===== src/rtl/traffic_pkg.sv =====
// rtl/traffic_pkg.sv - shared state encoding and direction indices for the traffic controllers
package traffic_pkg;

  typedef enum logic [1:0] {
    IDLE  = 2'd0,
    REQ   = 2'd1,
    SERVE = 2'd2
  } ped_state_t;

  localparam int N_DIRS = 4;

  // Bit positions of the crosswalk directions in btn_in / pending / ped_dir
  localparam int DIR_MN = 0;
  localparam int DIR_MS = 1;
  localparam int DIR_LE = 2;
  localparam int DIR_LW = 3;

endpackage


===== src/rtl/ped_debounce.sv =====
// rtl/ped_debounce.sv - one button: 2-flop synchronizer plus optional debounce filter
// Build option: PED_DEBOUNCE_EN compiles in the filter; otherwise level follows the synchronizer.
// Ports:
//   clk    in  system clock
//   rst    in  asynchronous active-high reset
//   btn    in  raw asynchronous button
//   level  out synchronized (and, when enabled, debounced) button level
module ped_debounce #(
  parameter int DEBOUNCE_CYCLES = 16
) (
  input  logic clk,
  input  logic rst,
  input  logic btn,
  output logic level
);

  if (DEBOUNCE_CYCLES < 2 || DEBOUNCE_CYCLES > 255) begin : g_bad_param
    $error("ped_debounce: DEBOUNCE_CYCLES out of range 2..255");
  end

  logic sync_1;
  logic sync_2;

  always_ff @(posedge clk or posedge rst) begin
    if (rst) begin
      sync_1 <= 1'b0;
      sync_2 <= 1'b0;
    end else begin
      sync_1 <= btn;
      sync_2 <= sync_1;
    end
  end

`ifdef PED_DEBOUNCE_EN
  localparam logic [7:0] LAST_COUNT = 8'(DEBOUNCE_CYCLES - 1);

  logic [7:0] stable_cnt;
  logic       filt_level;

  // The counter tracks how many consecutive samples disagree with the
  // accepted level; the level flips on the DEBOUNCE_CYCLES-th such sample.
  always_ff @(posedge clk or posedge rst) begin
    if (rst) begin
      stable_cnt <= '0;
      filt_level <= 1'b0;
    end else if (sync_2 != filt_level) begin
      if (stable_cnt == LAST_COUNT) begin
        stable_cnt <= '0;
        filt_level <= sync_2;
      end else begin
        stable_cnt <= stable_cnt + 8'd1;
      end
    end else begin
      stable_cnt <= '0;
    end
  end

  assign level = filt_level;
`else
  assign level = sync_2;
`endif

endmodule


===== src/rtl/ped_request_ctrl.sv =====
// rtl/ped_request_ctrl.sv - pedestrian button front end with request/ack/done handshake
// Build option: PED_DEBOUNCE_EN enables the per-button debounce filter.
// Ports:
//   clk       in  system clock
//   rst_a     in  asynchronous active-high reset
//   btn_in    in  [3:0] raw buttons (MN, MS, LE, LW)
//   ped_req   out request to the light sequencer (level)
//   ped_dir   out [3:0] directions covered by the current request / walk
//   ped_ack   in  sequencer accepted the request (pulse)
//   ped_done  in  walk phase finished (pulse)
//   pending   out [3:0] latched presses not yet served
//   urgent    out request has waited MAX_WAIT cycles
module ped_request_ctrl
  import traffic_pkg::*;
#(
  parameter int DEBOUNCE_CYCLES = 16,
  parameter int MAX_WAIT        = 64
) (
  input  logic              clk,
  input  logic              rst_a,
  input  logic [N_DIRS-1:0] btn_in,
  output logic              ped_req,
  output logic [N_DIRS-1:0] ped_dir,
  input  logic              ped_ack,
  input  logic              ped_done,
  output logic [N_DIRS-1:0] pending,
  output logic              urgent
);

  if (MAX_WAIT < 1 || MAX_WAIT > 65535) begin : g_bad_param
    $error("ped_request_ctrl: MAX_WAIT out of range 1..65535");
  end

  localparam logic [15:0] WAIT_LIMIT = 16'(MAX_WAIT);

  logic [N_DIRS-1:0] btn_level;
  logic [N_DIRS-1:0] btn_level_d;
  logic [N_DIRS-1:0] btn_rise;

  for (genvar i = 0; i < N_DIRS; i++) begin : g_btn
    ped_debounce #(
      .DEBOUNCE_CYCLES(DEBOUNCE_CYCLES)
    ) u_debounce (
      .clk  (clk),
      .rst  (rst_a),
      .btn  (btn_in[i]),
      .level(btn_level[i])
    );
  end

  // Previous level resets to 0, so a button held through reset release
  // is seen as a fresh press once its filtered level rises.
  always_ff @(posedge clk or posedge rst_a) begin
    if (rst_a) begin
      btn_level_d <= '0;
    end else begin
      btn_level_d <= btn_level;
    end
  end

  assign btn_rise = btn_level & ~btn_level_d;

  ped_state_t        state;
  logic [N_DIRS-1:0] served;
  logic [15:0]       wait_cnt;

  always_ff @(posedge clk or posedge rst_a) begin
    if (rst_a) begin
      state    <= IDLE;
      pending  <= '0;
      served   <= '0;
      wait_cnt <= '0;
      ped_req  <= 1'b0;
    end else begin
      case (state)
        IDLE: begin
          pending <= pending | btn_rise;
          if (pending != '0) begin
            state   <= REQ;
            ped_req <= 1'b1;
          end
        end

        REQ: begin
          pending <= pending | btn_rise;
          if (ped_ack) begin
            // Presses landing in the ack cycle ride along with this walk
            served   <= pending | btn_rise;
            wait_cnt <= '0;
            state    <= SERVE;
            ped_req  <= 1'b0;
          end else if (wait_cnt != WAIT_LIMIT) begin
            wait_cnt <= wait_cnt + 16'd1;
          end
        end

        SERVE: begin
          // Presses on directions already walking are dropped
          if (ped_done) begin
            pending <= (pending | (btn_rise & ~served)) & ~served;
            state   <= IDLE;
          end else begin
            pending <= pending | (btn_rise & ~served);
          end
        end

        default: begin
          state   <= IDLE;
          ped_req <= 1'b0;
        end
      endcase
    end
  end

  // REQ shows the live pending set so late presses join the request
  always_comb begin
    ped_dir = '0;
    if (state == REQ) begin
      ped_dir = pending;
    end else if (state == SERVE) begin
      ped_dir = served;
    end
  end

  assign urgent = (wait_cnt == WAIT_LIMIT);

endmodule


===== config.mk =====
export PLATFORM = sky130hd
export DESIGN_NAME = ped_request_ctrl
export DESIGN_NICKNAME = d
export VERILOG_FILES = /design/src/rtl/traffic_pkg.sv /design/src/rtl/ped_debounce.sv /design/src/rtl/ped_request_ctrl.sv
export SDC_FILE = /design/constraint.sdc
export NUM_CORES = 1
export LEC_CHECK = 0
export ABC_CLOCK_PERIOD_IN_PS = 1900
export CORE_UTILIZATION = 45
export DETAILED_ROUTE_END_ITERATION = 7
export GPL_ROUTABILITY_DRIVEN = 0
export HOLD_SLACK_MARGIN = 0.12
export PLACE_DENSITY = 0.66
export SLEW_MARGIN = 40
export SYNTH_ARGS = -nofsm -noshare
export SYNTH_HDL_FRONTEND = slang
export SYNTH_SLANG_ARGS = --single-unit

===== constraint.sdc =====
create_clock -name clk -period 1.9 [get_ports clk]
set_clock_uncertainty 0.15 [all_clocks]
set_input_delay 0.285 -clock clk [delete_from_list [all_inputs] [get_ports clk]]
set_output_delay 0.285 -clock clk [all_outputs]
set_load 0.05 [all_outputs]

# --- Word level (Yosys, flattened, before mapping) ---
# Index checks and enable logic that the tools add are counted.
word_totals:
  reg_bits: 39
  in_bits: 8
  out_inout_bits: 10
  elab_cells: 52
op_classes:
  n_addsub: 1
  eq_ne: 7
  muxes: 13
  n_bitwise: 8
  reduce_logical: 9
op_table:
  columns: ["cell", "n"]
  rows:
  - ["2-to-1 mux 16 bit", 2]
  - ["adder 16 x 1 -> 16 bit, second input constant", 1]
  - ["equality test 16 x 7 -> 1 bit, second input constant", 1]
  - ["inequality test 16 x 7 -> 1 bit, second input constant", 1]
  - ["AND 4 bit", 3]
  - ["2-to-1 mux 4 bit", 3]
  - ["inverter 4 bit", 2]
  - ["OR 4 bit", 2]
  - ["one-hot mux 4 bit (2 select lines)", 1]
  - ["2-to-1 mux 2 bit", 3]
  - ["inequality test 2 bit, second input constant", 3]
  - ["one-hot mux 2 bit (3 select lines)", 1]
  - ["AND reduction 3 bit", 2]
  - ["AND reduction 2 bit", 2]
  - ["nonzero test 2 bit", 2]
  - ["nonzero test 4 bit", 1]
  - ["one-hot mux 1 bit (3 select lines)", 1]
  - ["equality test 2 x 1 -> 1 bit, second input constant", 1]
  - ["equality test 2 bit, second input constant", 1]
  - ["zero test 2 bit", 1]
  - ["2-to-1 mux 1 bit", 2]
  - ["OR reduction 2 bit", 1]
  - ["inverter 1 bit", 1]

# --- Longest topological paths before layout ---
# Gate-level depths: netlist of run 1.
depth:
  word_depth: 7
  mapped_depth: 6
  mapped_depth_nobuf: 6

# --- Modules after synthesis ---
# From an unflattened synthesis of run 1, not the netlist that was laid out.
hier_totals:
  hier_cells: 190
  area_unflattened_um2: 1835.5
by_module_without_submodules:
  columns: ["module", "n_inst", "cells_each", "area_per_inst_um2", "seq_area_each_um2"]
  rows:
  - ["ped_request_ctrl", 1, 178, 1620.3, 775.7]
  - ["ped_debounce", 4, 3, 53.8, 50.0]

# --- Worst setup path before layout of run 1 ---
# No wires, ideal clock.
synth_path:
  path_type: "flip-flop to flip-flop"
  start: "reg wait_cnt[0]"
  end: "reg wait_cnt[0]"
  setup_ns: 0.125
  t_arrival_ns: 1.684
  required_ns: 1.625
  slack_ns: -0.059
  path_stages_with_launch: 7
  path_buffers: 0
  period_less_slack_ns: 1.959
  cell_sequence: "dfrtp_1 > inv_1 > ha_1 > nor4b_1 > and4_1 > nor2_1 > mux2_2"
synth_via:
  elab_chain_cells: 3
  elab_cells_between_ends: 6
  classes_between: "add/sub: 1; eq/ne: 1; mux: 2; reduce/logical: 2"
synth_rtl:
  columns: ["element", "line_no", "rtl"]
  rows:
  - ["start, declared", "ped_request_ctrl.sv:65", "logic [15:0] wait_cnt;"]
  - ["start signal, assigned", "ped_request_ctrl.sv:93", "wait_cnt <= wait_cnt + 16'd1;"]
  - ["adder 16 x 1 -> 16 bit / inequality test 16 x 7 -> 1 bit (equally long branches)", "ped_request_ctrl.sv:93, ped_request_ctrl.sv:92", null]
  - ["2-to-1 mux 16 bit / nonzero test 2 bit (equally long branches)", null, null]
  - ["2-to-1 mux 16 bit / AND reduction 2 bit (equally long branches)", null, null]
# Parallel ways exist; a longest one is shown, timed or not. The select of a mux whose other input is x is not followed.
# A chain may end at the register's enable or synchronous reset.

# --- Worst setup path after layout of run 1 ---
layout_path:
  start: "reg wait_cnt[5]"
  end: "out urgent"
layout_via:
  elab_chain_cells: 1
layout_rtl:
  columns: ["element", "line_no", "rtl"]
  rows:
  - ["equality test 16 x 7 -> 1 bit", "ped_request_ctrl.sv:125", "assign urgent = (wait_cnt == WAIT_LIMIT);"]
  - ["end, declared", "ped_request_ctrl.sv:27", "output logic urgent"]
# Every way passes these cells.

==> results of run 1 <==
cell type report:
type	instances	area share (%)
Sequential cell	39	43.2
Multi-Input combinational cell	113	33.5
Timing Repair Buffer	35	15.1
Clock buffer	6	3.63
Tap cell	48	2.64
Inverter	11	1.81
Clock inverter	1	0.220
cells in the mapped netlist, drive strengths merged, types with 4 or more instances:
master	count	area (um2)
a22o	6	53.8
dfrtp	39	976
nand4	4	25.0
a21oi	13	65.1
inv	11	41.3
nand3	8	65.1
buf	6	57.6
nor2	11	41.3
o21ai	20	100
nand2	12	45.0
through the flow:
stage                     std cells  setup slack [ps]  hold WS (ps)
after floorplan                 171              46.8           166
after global placement          240               145           187
after detailed placement        240              98.5           189
after CTS                       251             -28.1           205
after global routing            253             -71.5           209
final                           253             -40.1           200
what timing repair did:
| item | 4_1_cts | 5_1_grt |
|---|---|---|
| pin swaps | 1 | 2 |
| setup endpoints to repair | 5 | 7 |
| hold endpoints to repair | 0 | 0 |
| setup buffers | 4 | 2 |
| gates resized for setup | 10 | 10 |
kinds of logic after synthesis:
group | count (synthesis) | synth area share [%]
AND/OR/NAND/NOR | 57 | 18.6
AO/OA/AOI/OAI | 51 | 17.3
flip-flops | 39 | 55.0
buffers and inverters | 19 | 5.99
XOR/XNOR | 2 | 0.987
adder cells (fa/ha/maj) | 2 | 1.41
multiplexers | 1 | 0.635
worst max-delay path by stage:
stage,slack (ps),from,depth (start not counted),endpoint
after detailed placement,100,wait_cnt[0]$_DFFE_PP0P_,6,wait_cnt[0]$_DFFE_PP0P_
after CTS,-30,wait_cnt[0]$_DFFE_PP0P_,5,urgent
after global routing,-70,wait_cnt[0]$_DFFE_PP0P_,5,urgent
after floorplan,50,pending[1]$_DFFE_PP0P_,4,ped_req$_DFFE_PP0P_
final,-40,wait_cnt[5]$_DFFE_PP0P_,3,urgent
after global placement,140,wait_cnt[1]$_DFFE_PP0P_,5,wait_cnt[10]$_DFFE_PP0P_
power breakdown:
part	switching [mW]	total [mW]	leakage [nW]	internal, mW
sequential	0.199	1.22	0.473	1.02
clock	0.264	0.548	0.0470	0.285
combinational	0.926	1.69	0.475	0.763
layer usage:
metal	routed length, um	global-route usage [%]	vias to the layer above
li1	-	-	678
met1	1660	25.8	710
met2	1940	34.6	53
met3	194	5.99	10
met4	70	8.33	0
met5	0	0	-
flip-flops by register name, summed over array words and instances, names as in the netlist:
register                 cells
g_btn.u_debounce.level       4
wait_cnt                    16
g_btn.u_debounce.sync_1      4
btn_level_d                  4
pending                      4
state                        2
served                       4
ped_req                      1
==> run metrics, run 1 <==
status finished with violations; failing checks negative setup slack; DR DRC count 0; n_diodes 0; Reg2Reg Setup Slack approximately 70 ps; crit path capture type output port; global-route wire length before repair ~6700 um; max-slew violation count 0; Finished Cell Area 2280 um2; top_reg_cell synth dfrtp_1; clk root buf clkbuf_8; most frequent cells in the layout dfrtp_1, buf_4, o21ai_0; Util after Layout ~61%; Area growth, synth to finish 28.3%; vias in the first global route ~1500; Post-synth EDFFs 0; FMAX roughly 500 MHz; total grt overflow 0; commonest non-fill, non-tap cell in the layout dfrtp_1; number of synthesized register bits 39; Tot Pwr ~3.5 mW; Chip Width about 65 um; Async SR Flop Fraction 100%; synthesized area roughly 1800 um2; Final setup viols 1; worst hold path type flip-flop to flip-flop; CP Launch Type flip-flop; Die Area about 4200 um2; initial antenna violation count 0; post-DP HPWL roughly 2600 um; clock-pin transition on the worst setup and hold timing paths ~70 ps; setup TNS -40.1 ps; core area roughly 3700 um2; final hold violations 0; H-tree Lvls 2; VDD IR max ~1.2 mV; Reg2Reg Launch Point wait_cnt[0]$_DFFE_PP0P_; final WL roughly 3900 um; row cnt 22; Yosys cell types 39; placed inst area between 2000 and 2500 um2; initial cell density of the core a little under half; Critical Path AT around 1500 ps; fraction of layout cells with a size suffix above 1 ~28%; drt pass-1 iters 4; Yosys warnings 0; Critical Path Slowest Stage Cell dfrtp_1; Pwr Density approximately 1500 nW/um2; Clock Sinks 39; Hold Path End g_btn[1].u_debounce.level$_DFF_PP0_; Critical R2R Capture wait_cnt[10]$_DFFE_PP0P_; CP Cell Sequence nor4b_4 -> and4_4 -> buf_12; WS Path Type flip-flop to output port; Storage cell area 982 um2; largest net degree at the start of global routing 40; fin nets around 220; final cycle utilization of the critical path 102%; Buf/Inv on CP 1; DRT iter0 DRCs 104; final worst setup slack -40.1 ps; post-layout min period 1940 ps; max_slew headroom 67.7%; worst-path maximum fanout 6; RSZ-0062 raised after global routing yes; leakage power between 0.9 and 1 nW; critical hold path startpoint g_btn[1].u_debounce.sync_1$_DFF_PP0_; TritonCTS clock tree yes; global-route usage over all layers between 20% and 30%; multi-input logic area 762 um2; Via density 5.74; WP data required between 1000 and 1500 ps; syn_area_per_cell around 10 um2; Post-DRT Antenna Nets 0; die height around 65 um; vias approximately 1500; syn nets about 180; sequential area share after synthesis between 50% and 60%; I/O Pins 18; hold depth 0; delay-heaviest family, CP simple AND/OR/NAND/NOR gates; Worst Reg-to-Reg Cells 6; Max Cap Viol 0; cell count after synthesis between 150 and 200; Longest Clk Path Bufs 2; Fillers approximately 330; Routed WL per cell roughly 15 um; port bufs 17; CTS Hold Bufs 0; slowest stage delay, CP 470 ps; Inserted Clock Buffers 5; Least-Margin Pin Slew 484 ps; clk_lat worst skew 280 ps
No activity file was read; power rests on OpenSTA's default activity.
==> run 2: changes to the inputs <==
--- a/config.mk
+++ b/config.mk
@@ -6,6 +6,7 @@
 export NUM_CORES = 1
 export LEC_CHECK = 0
 export ABC_CLOCK_PERIOD_IN_PS = 1900
+export CORE_MARGIN = 2
 export CORE_UTILIZATION = 45
 export DETAILED_ROUTE_END_ITERATION = 7
 export GPL_ROUTABILITY_DRIVEN = 0
==> run 2 against run 1 <==
  * The run now ends clean
  * Global-route usage down 0.36 points
  * First-iteration DRC count down 50%
  * Power down 1.5%
  * Final cell count up 0.79%
  * Flip-flop and latch count unchanged
  * Highest routed layer unchanged
  * Via count down 1.6%
  * Cell area down 0.99%
  * Critical path depth up 2
  * Sequential share of layout area up 0.38 points
  * Clock-buffer cell count up 1
  * Sequential power about the same
==> run metrics, run 2 (synthesis results as in run 1) <==
clk root buf clkbuf_8; Final setup viols 0 (-1); leakage power 0.993 nW (-0.29%); vias in the first global route 1440 (-1.8%); clk_lat worst skew 290 ps (about the same); core area 3720 um2 (unchanged); setup TNS 0 ps (+40.1 ps); Max Cap Viol 0 (unchanged); commonest non-fill, non-tap cell in the layout dfrtp_1; status finished clean; fin nets 216 (+0.47%); most flop-heavy register wait_cnt; critical hold path startpoint g_btn[1].u_debounce.sync_1$_DFF_PP0_; worst slack, placed 99.6 ps (+1.09 ps); CTS Hold Bufs 0 (unchanged); Finished Cell Area 2250 um2 (-0.99%); I/O Pins 18 (unchanged); Critical Path AT 1450 ps (-60 ps); H-tree Lvls 2 (unchanged); drt pass-1 iters 4 (unchanged); final cycle utilization of the critical path 99.3% (-2.8 points); vias 1428 (-1.6%); Fillers 333 (+2.5%); TritonCTS clock tree yes; Reg2Reg Setup Slack 120 ps (+50 ps); final hold violations 0 (unchanged); initial antenna violation count 0 (unchanged); clock-pin transition on the worst setup and hold timing paths 70 ps (about the same); n_diodes 0 (unchanged); port bufs 17 (unchanged); final worst setup slack 12.8 ps (+53.0 ps); Storage cell area 981 um2 (-0.13%); post-layout min period 1890 ps (-53.0 ps); global-route usage over all layers 20.7% (-0.36 points); Least-Margin Pin Slew 484 ps (-0.0632 ps); row cnt 22 (unchanged); DR DRC count 0 (unchanged); hold depth 0 (unchanged); initial cell density of the core 47.7% (unchanged); Reg2Reg Launch Point wait_cnt[0]$_DFFE_PP0P_; worst-path maximum fanout 2 (-4); Critical R2R Capture wait_cnt[10]$_DFFE_PP0P_; Pwr Density 1510 nW/um2 (-0.50%); final WL 3850 um (-0.31%); Via density 5.60 (-2.4%); Die Area 4460 um2 (+6.3%); post-DP HPWL 2710 um (+2.6%); multi-input logic area 739 um2 (-3.0%); Worst Reg-to-Reg Cells 6 (unchanged); max_slew headroom 67.7% (about the same); Chip Width 66.8 um (+3.1%); crit path capture type output port; WP data required 1460 ps (about the same); Inserted Clock Buffers 5 (unchanged); placed inst area 2080 um2 (+0.36%); worst hold path type flip-flop to flip-flop; Post-DRT Antenna Nets 0 (unchanged); Routed WL per cell 15.1 um (-1.1%); FMAX 530 MHz (+2.8%); Hold Path End g_btn[1].u_debounce.level$_DFF_PP0_; fraction of layout cells with a size suffix above 1 25.6% (-2.7 points); Longest Clk Path Bufs 2 (unchanged); max FFs per register 16 (unchanged); Area growth, synth to finish 27.0%; WS Path Type flip-flop to output port; CP Launch Type flip-flop; DRT iter0 DRCs 52 (-50%); RSZ-0062 raised after global routing yes; max-slew violation count 0 (unchanged); total grt overflow 0 (unchanged); Clock Sinks 39 (unchanged); global-route wire length before repair 6730 um (+0.82%); die height 66.8 um (+3.1%); largest net degree at the start of global routing 40 (unchanged); most frequent cells in the layout dfrtp_1, buf_4, o21ai_0; VDD IR max 1.35 mV (+12%)
## run 2: worst max-delay path, cell delays in order, from the launching register on
cell and delay, ps:
dfrtp_1 380, inv_1 60, ha_1 140, nor4b_4 180
and4_4 270, buf_12 130
## run 2: worst max path at each step
stage                            start  slack (ps)  depth (start not counted)                       end
2_1_floorplan   pending[1]$_DFFE_PP0P_          50                          4       ped_req$_DFFE_PP0P_
3_3_place_gp   wait_cnt[1]$_DFFE_PP0P_         150                          5  wait_cnt[10]$_DFFE_PP0P_
3_5_place_dp   wait_cnt[0]$_DFFE_PP0P_         100                          5  wait_cnt[10]$_DFFE_PP0P_
4_1_cts        wait_cnt[0]$_DFFE_PP0P_         -30                          5                    urgent
5_1_grt        wait_cnt[0]$_DFFE_PP0P_         -70                          5                    urgent
6_report       wait_cnt[0]$_DFFE_PP0P_          10                          5                    urgent
## run 2: repair_timing
item | in CTS | in global routing
setup endpoints to repair | 5 | 6
gates resized for setup | 8 | 6
pin swaps | 1 | 5
setup buffers | 4 | 2
## run 2: cell type report
| cell class | count | share of cell area, % |
|---|---|---|
| Inverter | 11 | 1.83 |
| Clock buffer | 7 | 3.39 |
| Sequential cell | 39 | 43.5 |
| Timing Repair Buffer | 36 | 15.5 |
| Tap cell | 48 | 2.67 |
| Clock inverter | 1 | 0.222 |
| Multi-Input combinational cell | 113 | 32.8 |
## run 2: through the flow
step	util (%)	power, mW	std cells	hold WS, ps
2_1_floorplan	-	2.12	171	166
3_3_place_gp	55.9	2.72	241	184
3_5_place_dp	55.9	2.75	241	186
4_1_cts	59.5	3.37	253	203
5_1_grt	60.6	3.61	255	212
6_report	60.6	3.40	255	199
## run 2: metal layers
metal  vias to the layer above  global-route usage [%]  wire, um
met5                         -                       0         0
met4                         0                    10.7       104
met3                        11                    6.25       183
met2                        33                    32.3      1900
met1                       701                    25.7      1670
li1                        683                       -         -
## run 2: power breakdown
| group | internal (mW) | switching, mW | total, mW | leakage (nW) |
|---|---|---|---|---|
| sequential | 1.01 | 0.189 | 1.20 | 0.474 |
| combinational | 0.754 | 0.909 | 1.66 | 0.476 |
| clock | 0.257 | 0.278 | 0.536 | 0.0422 |
==> run 3: changes to the inputs <==
--- a/config.mk
+++ b/config.mk
@@ -10,6 +10,7 @@
 export CORE_UTILIZATION = 45
 export DETAILED_ROUTE_END_ITERATION = 7
 export GPL_ROUTABILITY_DRIVEN = 0
+export GPL_TIMING_DRIVEN = 1
 export HOLD_SLACK_MARGIN = 0.12
 export PLACE_DENSITY = 0.66
 export SLEW_MARGIN = 40
==> results of run 3 <==
Same layout as run 2: the final DEF is identical, and so are final timing and power.
